File: src/rtl/data_write_buffer.sv
// data_write_buffer
//   Posted-store buffer between the CPU MEM stage and the data cache /
//   memory controller. CPU stores are queued in a small FIFO and drained
//   to the controller one at a time, in order. Loads wait until every
//   older store has drained, so memory order is preserved.
//
//   Optional build macro: DATA_WRITE_BUFFER_STORE_FWD_EN
//     When defined, a word load that hits a queued word store (youngest
//     match wins) is answered straight from the FIFO. No drain and no
//     controller access take place.
//
// Ports
//   clk, reset          system clock, synchronous active-high reset
//   addr, write_data    CPU byte address / store data
//   memwrite, memread   CPU store / load request (held while clk_stall=1)
//   sign_mask           access size/sign: [3]=signed, [2:0]=111/011/001
//   read_data           load result, valid in the cycle clk_stall falls
//   clk_stall           combinational CPU stall
//   mem_addr, mem_write_data, mem_sign_mask  registered request fields
//   mem_memwrite, mem_memread                one-cycle request strobes
//   mem_read_data       controller load result
//   mem_clk_stall       controller busy (rises the cycle after a strobe)
//
// FSM states
//   IDLE      | pick the next job: drain the FIFO head, else issue a load
//   WAIT_ACK  | strobe sent, waiting for mem_clk_stall to rise
//   WAIT_DONE | controller busy, waiting for mem_clk_stall to fall
//   RESP      | load result presented to the CPU for one cycle
module data_write_buffer #(
    parameter int DEPTH = 4,
    parameter int PTR_W = 2
) (
    input  logic        clk,
    input  logic        reset,
    input  logic [31:0] addr,
    input  logic [31:0] write_data,
    input  logic        memwrite,
    input  logic        memread,
    input  logic [3:0]  sign_mask,
    output logic [31:0] read_data,
    output logic        clk_stall,
    output logic [31:0] mem_addr,
    output logic [31:0] mem_write_data,
    output logic [3:0]  mem_sign_mask,
    output logic        mem_memwrite,
    output logic        mem_memread,
    input  logic [31:0] mem_read_data,
    input  logic        mem_clk_stall
);

    typedef enum logic [1:0] {IDLE, WAIT_ACK, WAIT_DONE, RESP} state_t;

    localparam logic [PTR_W:0] FULL_CNT = (PTR_W + 1)'(DEPTH);

    state_t state, state_next;

    logic [31:0] fifo_addr [DEPTH];
    logic [31:0] fifo_data [DEPTH];
    logic [3:0]  fifo_mask [DEPTH];

    logic [PTR_W-1:0] rd_ptr, wr_ptr;
    logic [PTR_W:0]   count;
    logic             fifo_full, fifo_empty;

    logic op_is_read;
    logic load_done;
    logic load_req;
    logic push, pop;
    logic issue_write, issue_read, capture, fwd_take;
    logic fwd_hit;

    assign fifo_full  = (count == FULL_CNT);
    assign fifo_empty = (count == '0);

    // A load is pending until its result has been presented for one cycle.
    assign load_req = memread & ~load_done;

    // A store is ignored when memread is also asserted. When the FIFO is
    // full the store may still go in on the cycle the head is popped.
    assign push = memwrite & ~memread & (~fifo_full | pop);

    assign clk_stall = ~reset & (load_req | (memwrite & ~memread & fifo_full & ~pop));

`ifdef DATA_WRITE_BUFFER_STORE_FWD_EN
    logic [31:0]      fwd_data;
    logic             fwd_match, fwd_word;
    logic [PTR_W-1:0] fwd_idx;

    // Walk oldest to youngest so the youngest matching entry wins.
    always_comb begin
        fwd_match = 1'b0;
        fwd_word  = 1'b0;
        fwd_data  = '0;
        fwd_idx   = '0;
        for (int i = 0; i < DEPTH; i++) begin
            fwd_idx = rd_ptr + PTR_W'(i);
            if (((PTR_W + 1)'(i) < count) && (fifo_addr[fwd_idx][31:2] == addr[31:2])) begin
                fwd_match = 1'b1;
                fwd_word  = (fifo_mask[fwd_idx][2:0] == 3'b111);
                fwd_data  = fifo_data[fwd_idx];
            end
        end
        fwd_hit = fwd_match & fwd_word & (sign_mask[2:0] == 3'b111);
    end
`else
    assign fwd_hit = 1'b0;
`endif

    always_ff @(posedge clk) begin
        if (reset) begin
            state <= IDLE;
        end else begin
            state <= state_next;
        end
    end

    always_comb begin
        state_next  = state;
        issue_write = 1'b0;
        issue_read  = 1'b0;
        capture     = 1'b0;
        fwd_take    = 1'b0;
        pop         = 1'b0;
        case (state)
            IDLE: begin
                if (load_req && fwd_hit) begin
                    // Forwarding needs no controller, so it does not wait on mem_clk_stall.
                    fwd_take   = 1'b1;
                    state_next = RESP;
                end else if (!mem_clk_stall) begin
                    if (!fifo_empty) begin
                        issue_write = 1'b1;
                        state_next  = WAIT_ACK;
                    end else if (load_req) begin
                        issue_read = 1'b1;
                        state_next = WAIT_ACK;
                    end
                end
            end
            WAIT_ACK: begin
                if (mem_clk_stall) begin
                    state_next = WAIT_DONE;
                end
            end
            WAIT_DONE: begin
                if (!mem_clk_stall) begin
                    if (op_is_read) begin
                        capture    = 1'b1;
                        state_next = RESP;
                    end else begin
                        pop        = 1'b1;
                        state_next = IDLE;
                    end
                end
            end
            RESP: begin
                state_next = IDLE;
            end
            default: begin
                state_next = IDLE;
            end
        endcase
    end

    always_ff @(posedge clk) begin
        if (push) begin
            fifo_addr[wr_ptr] <= addr;
            fifo_data[wr_ptr] <= write_data;
            fifo_mask[wr_ptr] <= sign_mask;
        end
    end

    always_ff @(posedge clk) begin
        if (reset) begin
            rd_ptr         <= '0;
            wr_ptr         <= '0;
            count          <= '0;
            op_is_read     <= 1'b0;
            load_done      <= 1'b0;
            read_data      <= '0;
            mem_addr       <= '0;
            mem_write_data <= '0;
            mem_sign_mask  <= '0;
            mem_memwrite   <= 1'b0;
            mem_memread    <= 1'b0;
        end else begin
            mem_memwrite <= 1'b0;
            mem_memread  <= 1'b0;

            if (issue_write) begin
                mem_addr       <= fifo_addr[rd_ptr];
                mem_write_data <= fifo_data[rd_ptr];
                mem_sign_mask  <= fifo_mask[rd_ptr];
                mem_memwrite   <= 1'b1;
                op_is_read     <= 1'b0;
            end else if (issue_read) begin
                mem_addr      <= addr;
                mem_sign_mask <= sign_mask;
                mem_memread   <= 1'b1;
                op_is_read    <= 1'b1;
            end

            if (capture) begin
                read_data <= mem_read_data;
            end
`ifdef DATA_WRITE_BUFFER_STORE_FWD_EN
            if (fwd_take) begin
                read_data <= fwd_data;
            end
`endif
            load_done <= capture | fwd_take;

            if (push) begin
                wr_ptr <= wr_ptr + 1'b1;
            end
            if (pop) begin
                rd_ptr <= rd_ptr + 1'b1;
            end
            case ({push, pop})
                2'b10:   count <= count + 1'b1;
                2'b01:   count <= count - 1'b1;
                default: count <= count;
            endcase
        end
    end

endmodule

File: config.mk
export PLATFORM = sky130hd
export DESIGN_NAME = data_write_buffer
export DESIGN_NICKNAME = d
export VERILOG_FILES = /design/src/rtl/data_write_buffer.sv
export SDC_FILE = /design/constraint.sdc
export NUM_CORES = 1
export LEC_CHECK = 0
export CAP_MARGIN = 15
export CORE_ASPECT_RATIO = 1.2
export CORE_MARGIN = 5
export CORE_UTILIZATION = 34
export DETAILED_ROUTE_END_ITERATION = 10
export GPL_ROUTABILITY_DRIVEN = 1
export SLEW_MARGIN = 0
export SYNTH_ARGS = -nofsm -noshare
export SYNTH_HDL_FRONTEND = slang
export SYNTH_SLANG_ARGS = --single-unit
File: constraint.sdc
create_clock -name clk -period 4.5 [get_ports clk]
set_input_delay 1.125 -clock clk [delete_from_list [all_inputs] [get_ports clk]]
set_output_delay 1.125 -clock clk [all_outputs]
set_load 0.05 [all_outputs]
==> results.toml, run 1 <==
[status]
status = "completed"

[detailed_routing]
wl_per_cell_um = 18.6
drtIter0Drc = 385
detail-route-antenna-nets = 0
post-route-drc-count = 0
drt-total-wl_mm = 31.6
vias = 8028
routed_via_density = 4.73
drt_pass1_iterations = 5

[synthesis]
synth-adder-area-share_pct = 0.491
synth_xor_area_share_pct = 0.184
synth_edf_count = 272
syn_area_per_cell_um2 = 15.6
netlist.area_leader.share_pct = 57.2
async_reset_ff_share_pct = 0
synthFlopType = "edfxtp_1"
synth_cells = 917
synth_top_family_by_area = "multiplexers"
yosys.area.top_type = "edfxtp_1"
syn_nets = 1027
synthDistinctLibCells = 35
synth_area_leaders = "edfxtp_1 (57%), dfxtp_1 (16%), mux4_2 (11%)"
synth_compound_area_share_pct = 4.80
synth.area.mux_share_pct = 10.9
synth.yosys.warnings = 0
yosysSeqAreaShare_pct = 73.3
yosys.area_share.simple_pct = 8.01
ys_seq_elements = 387
synth_area_um2 = 14300

[clocking]
clockBufferDepth = 3
clkSinkCount = 387
cts.clk_slew.worst_paths_ps = 60
cts_buffers = 40
post_cts_buffers = 0
cts_resized = 0
insertion_delay_ps = 520
holdBufCountCts = 0
cts_root_buffer = "clkbuf_16"
h-tree-depth = 2
cts_tree = "done"

[grt]
antenna_found_initial = 0
grt_max_degree = 117
grt_pass1_vias = 8249
globalRouteOverflowTotal = 0
grt_pass1_wl_mm = 48.5
grt_usage_pct = 13.4

[timing]
min_period_over_period_pct = 84.3
finalHoldViolations = 0
period_minus_slack_ps = 3790
final-setup-viol-count = 0
drv_slew = 0
fmax_mhz = 264
fin_worst_skew_ps = 11.8
relSlewSlack_pct = 30.8
fin_setup_tns_ps = 0
rsz0062_at_grt = "no"
worst_pin_slew_ps = 1040

[finish]
drive_above_1_share_pct = 13.6
seq_area_um2 = 10500
num-nets-final = 1233
syn_to_final_growth_pct = 27.6
fill_cells = 3784
antenna_cells = 0
multiInputGateArea_um2 = 3510

[placed_design]
globalplace.congestion = 0.713
numPortBuffers = 207
hpwl_mm = 19.4

[floorplan]
core_area_um2 = 41700
initial_utilization_pct = 34.3
boundaryPins = 208
die_y_um = 234
rows = 82
die_w_um = 197
design.die.area_um2 = 46200

[critical_path]
worst-path-buf-inv = 2
critPathMaxFanout = 8
cpMostUsedCell = "nor2_1"
startpoint_type = "primary input"
crit_type = "in2out"
slowest_delay_ps = 580
path_cells = "clkdlybuf4s50_1, nor4b_4, nor2_1, a21oi_1, nor2_1, buf_4"
critPathCaptureType = "output pin"
required_ps = 3380
cpMaxStageDelayCell = "clkdlybuf4s50_1"
crit_family = "buffers and inverters"
arrival_ps = 2670

[job]
max-cap-violations = 0

[power_and_ir_drop]
powerDensity_nw_per_um2 = 427
total_power_w = 0.00777
ir_worst_vdd_uv = 305
leakagePower_nw = 5.74

[hold_path]
hp-class = "reg2reg"
==> path summary, 6_finish.rpt <==
check,endpoint,start,cells after the start,slack [ps]
setup / recovery,clk_stall,mem_clk_stall,6,710
hold reg to reg,read_data[31],read_data[31],2,450
hold / removal,read_data[31],read_data[31],2,450
setup reg to reg,mem_sign_mask[2],count[0],5,2030
==> layout by cell type, fill, tap and decap left out, drive strengths merged <==
master	n
mux2i	2
or3	2
or4b	1
o22a	1
and2	7
edfxtp	272
nor3	10
mux4	68
nor4b	1
xor2	1
nor3b	1
ha	4
clkbuf	58
a21oi	69
bufinv	2
o21a	1
nor2	49
a311oi	36
clkdlybuf4s50	205
fa	1
nor2b	2
inv	2
o21ai	1
nand3b	1
clkinvlp	2
clkinv	10
dfxtp	115
nand2b	1
mux2	1
nand2	205
or3b	1
xnor2	2
buf	19
==> worst reg2reg max path: stages (launching register included) <==
cell and delay, ps:
dfxtp_1 360, or3_1 460, nand2_4 620, buf_4 550, nor2_1 110, a311oi_1 270
==> state kept, by name, indices dropped and copies added, names as in the netlist, 3 cells and up, named ones only <==
register / cells
mem_sign_mask: 4
read_data: 32
fifo_data: 128
count: 3
mem_write_data: 32
mem_addr: 32
fifo_mask: 16
fifo_addr: 128
==> cell families (layout without fill, tap and decap cells) <==
family	Yosys count	after routing
flip-flops	387	387
AND/OR/NAND/NOR	281	281
AO/OA/AOI/OAI	108	108
multiplexers	71	71
buffers and inverters	62	298
adder cells (fa/ha/maj)	5	5
XOR/XNOR	3	3
==> report_power, final <==
group	leakage (nW)	total (W)	switching, W	internal (W)
clock network	0.612	0.00317	0.00130	0.00187
registers	3.41	0.00397	0.0000493	0.00392
logic	1.72	0.000636	0.000384	0.000251
total	5.74	0.00777	0.00173	0.00604
==> cells in the mapped netlist, drive strengths merged (4+ instances only) <==
| cell type | count |
|---|---|
| a21oi | 69 |
| a311oi | 36 |
| and2 | 7 |
| buf | 35 |
| clkbuf | 25 |
| dfxtp | 115 |
| edfxtp | 272 |
| ha | 4 |
| mux4 | 68 |
| nand2 | 205 |
| nor2 | 49 |
| nor3 | 10 |
==> cell type report <==
| class | instances | area share (%) |
|---|---|---|
| clock inverter | 14 | 0.673 |
| tap | 546 | 3.75 |
| inverter | 2 | 0.0412 |
| timing repair buffer | 224 | 12.5 |
| multi-input combinational | 468 | 19.3 |
| clock buffer | 58 | 6.26 |
| sequential | 387 | 57.5 |
==> metrics by stage <==
step	hold WS [ps]	cell area [um^2]	utilization, %	cells	setup WS [ps]
6_report	451	18200	43.7	1699	707
5_1_grt	468	18200	43.7	1699	583
4_1_cts	455	18200	43.7	1698	694
3_5_place_dp	447	16900	40.6	1626	707
3_3_place_gp	442	16900	40.6	1626	723
2_1_floorplan	500	14300	-	917	569
==> metal layers <==
| layer | vias to the layer above | GRT usage (%) | wire, um |
|---|---|---|---|
| li1 | 3828 | - | - |
| met1 | 4001 | 17.3 | 13600 |
| met2 | 162 | 23.2 | 16000 |
| met3 | 37 | 2.76 | 1390 |
| met4 | 0 | 3.66 | 605 |
| met5 | - | 0 | 0 |
(Power assumes the default switching activity.)
==> run 2: changes to the inputs <==
Clock period 4.5 ns to 3.5 ns, I/O delays scaled along.
==> run 2 against run 1 <==
Clock skew up 6.6 ps. Critical path depth up 1. Utilization up 0.30 points. Worst hold slack worse by 0.68 ps. Final area up 0.69%. Final cell count up 0.47%. First-iteration DRC count up 15%. Wire length up 1.2%. Sequential cell count unchanged. Non-clock buffer count up 6. Combinational power up 31%.
==> results.toml, run 2 (synthesis results as in run 1) <==
[status]
status = "completed"

[grt]
grt_max_degree = 85
grt_pass1_vias = 8442
globalRouteOverflowTotal = 0
grt_pass1_wl_mm = 48.9
antenna_found_initial = 0
grt_usage_pct = 13.5

[finish]
seq_area_um2 = 10500
antenna_cells = 0
drive_above_1_share_pct = 14.6
reg_top3 = "fifo_addr: 128 flops, fifo_data: 128 flops"
layout.cells.non_filler = 1707
fill_cells = 3760
multiInputGateArea_um2 = 3510
final_common_cell = "edfxtp_1"
finalInstanceArea_um2 = 18300
syn_to_final_growth_pct = 28.5
num-nets-final = 1239
final_cell_mix = "edfxtp_1 (272), clkdlybuf4s50_1 (205), nand2_1 (203)"

[critical_path]
crit_type = "in2out"
critPathCaptureType = "output pin"
critPathMaxFanout = 7
startpoint_type = "primary input"
arrival_ps = 2230
required_ps = 2620

[detailed_routing]
post-route-drc-count = 0
vias = 8182
drt-total-wl_mm = 31.9
detail-route-antenna-nets = 0
wl_per_cell_um = 18.7
drt_pass1_iterations = 4
routed_via_density = 4.79
drtIter0Drc = 441

[clocking]
cts_tree = "done"
cts_resized = 0
cts.clk_slew.worst_paths_ps = 50
h-tree-depth = 2
holdBufCountCts = 0
post_cts_buffers = 0
cts_root_buffer = "clkbuf_16"
cts_buffers = 40
clockBufferDepth = 3
insertion_delay_ps = 530
clkSinkCount = 387

[power_and_ir_drop]
share_seq_of_total_power_pct = 50.6
leakagePower_nw = 5.81
switching_share_pct = 22.4
p_switching_w = 0.00226
pwr-share-clk_pct = 41.1
combPwrFrac_pct = 8.3
powerDensity_nw_per_um2 = 549
ir_worst_vdd_uv = 369
internal_power_w = 0.00781

[timing]
fmax_mhz = 322
min_period_over_period_pct = 88.8
final-setup-viol-count = 0
finalHoldViolations = 0
worst_pin_slew_ps = 1020
period_minus_slack_ps = 3110
drv_slew = 0
fin_setup_tns_ps = 0
relSlewSlack_pct = 32.1
fin_worst_skew_ps = 18.4
rsz0062_at_grt = "no"

[floorplan]
boundaryPins = 208
rows = 82
die_y_um = 234
initial_utilization_pct = 34.3
core_area_um2 = 41700
design.die.area_um2 = 46200
die_w_um = 197

[job]
max-cap-violations = 0

[hold_path]
hp-class = "reg2reg"

[placed_design]
place_inst = 1633
hpwl_mm = 19.7
placed_cell_area_um2 = 17000
numPortBuffers = 207
globalplace.congestion = 0.716
==> run 2: worst paths after layout <==
kind / cells past startpoint / from / to / slack (ps)
max reg2reg: 4 / state[0] / fifo_addr[2][2] / 1200
min: 2 / read_data[17] / read_data[17] / 450
max: 7 / mem_clk_stall / clk_stall / 390
min reg2reg: 2 / read_data[17] / read_data[17] / 450
==> run 2: critical path, cell delays in order <==
cell and delay [ps]:
clkdlybuf4s50_1 420, buf_4 170, nor4b_4 240, nor2_1 110, a21oi_1 160, nor2_1 60, buf_4 190
==> run 2: through the flow <==
stage	setup slack (ps)	power [W]	util, %	hold slack (ps)
floorplan	558	0.00565	-	500
global placement	363	0.00603	40.9	441
detailed placement	363	0.00604	40.9	446
CTS	378	0.0102	44.0	454
global route	293	0.0105	44.0	468
finish	390	0.0101	44.0	451
==> run 2: metal layers <==
metal,GRT usage [%],up-vias,wire [um]
li1,-,3849,-
met1,17.4,4095,13500
met2,23.4,201,16100
met3,2.96,37,1770
met4,3.45,0,579
met5,0,-,0
==> run 2: area by class of cell <==
cell class                      instances  share of cell area (%)
Clock buffer                           55                    6.22
Clock inverter                         19                   0.866
Inverter                                2                  0.0409
Multi-Input combinational cell        468                    19.1
Sequential cell                       387                    57.1
Tap cell                              546                    3.72
Timing Repair Buffer                  230                    12.9
==> run 2: power groups by stage <==
stage	combinational [W]	sequential (W)	clock (W)
after global routing	0.000892	0.00511	0.00446
after global placement	0.000841	0.00519	0
after floorplan	0.000268	0.00538	0
after CTS	0.000849	0.00510	0.00430
final	0.000836	0.00510	0.00414
after detailed placement	0.000846	0.00520	0
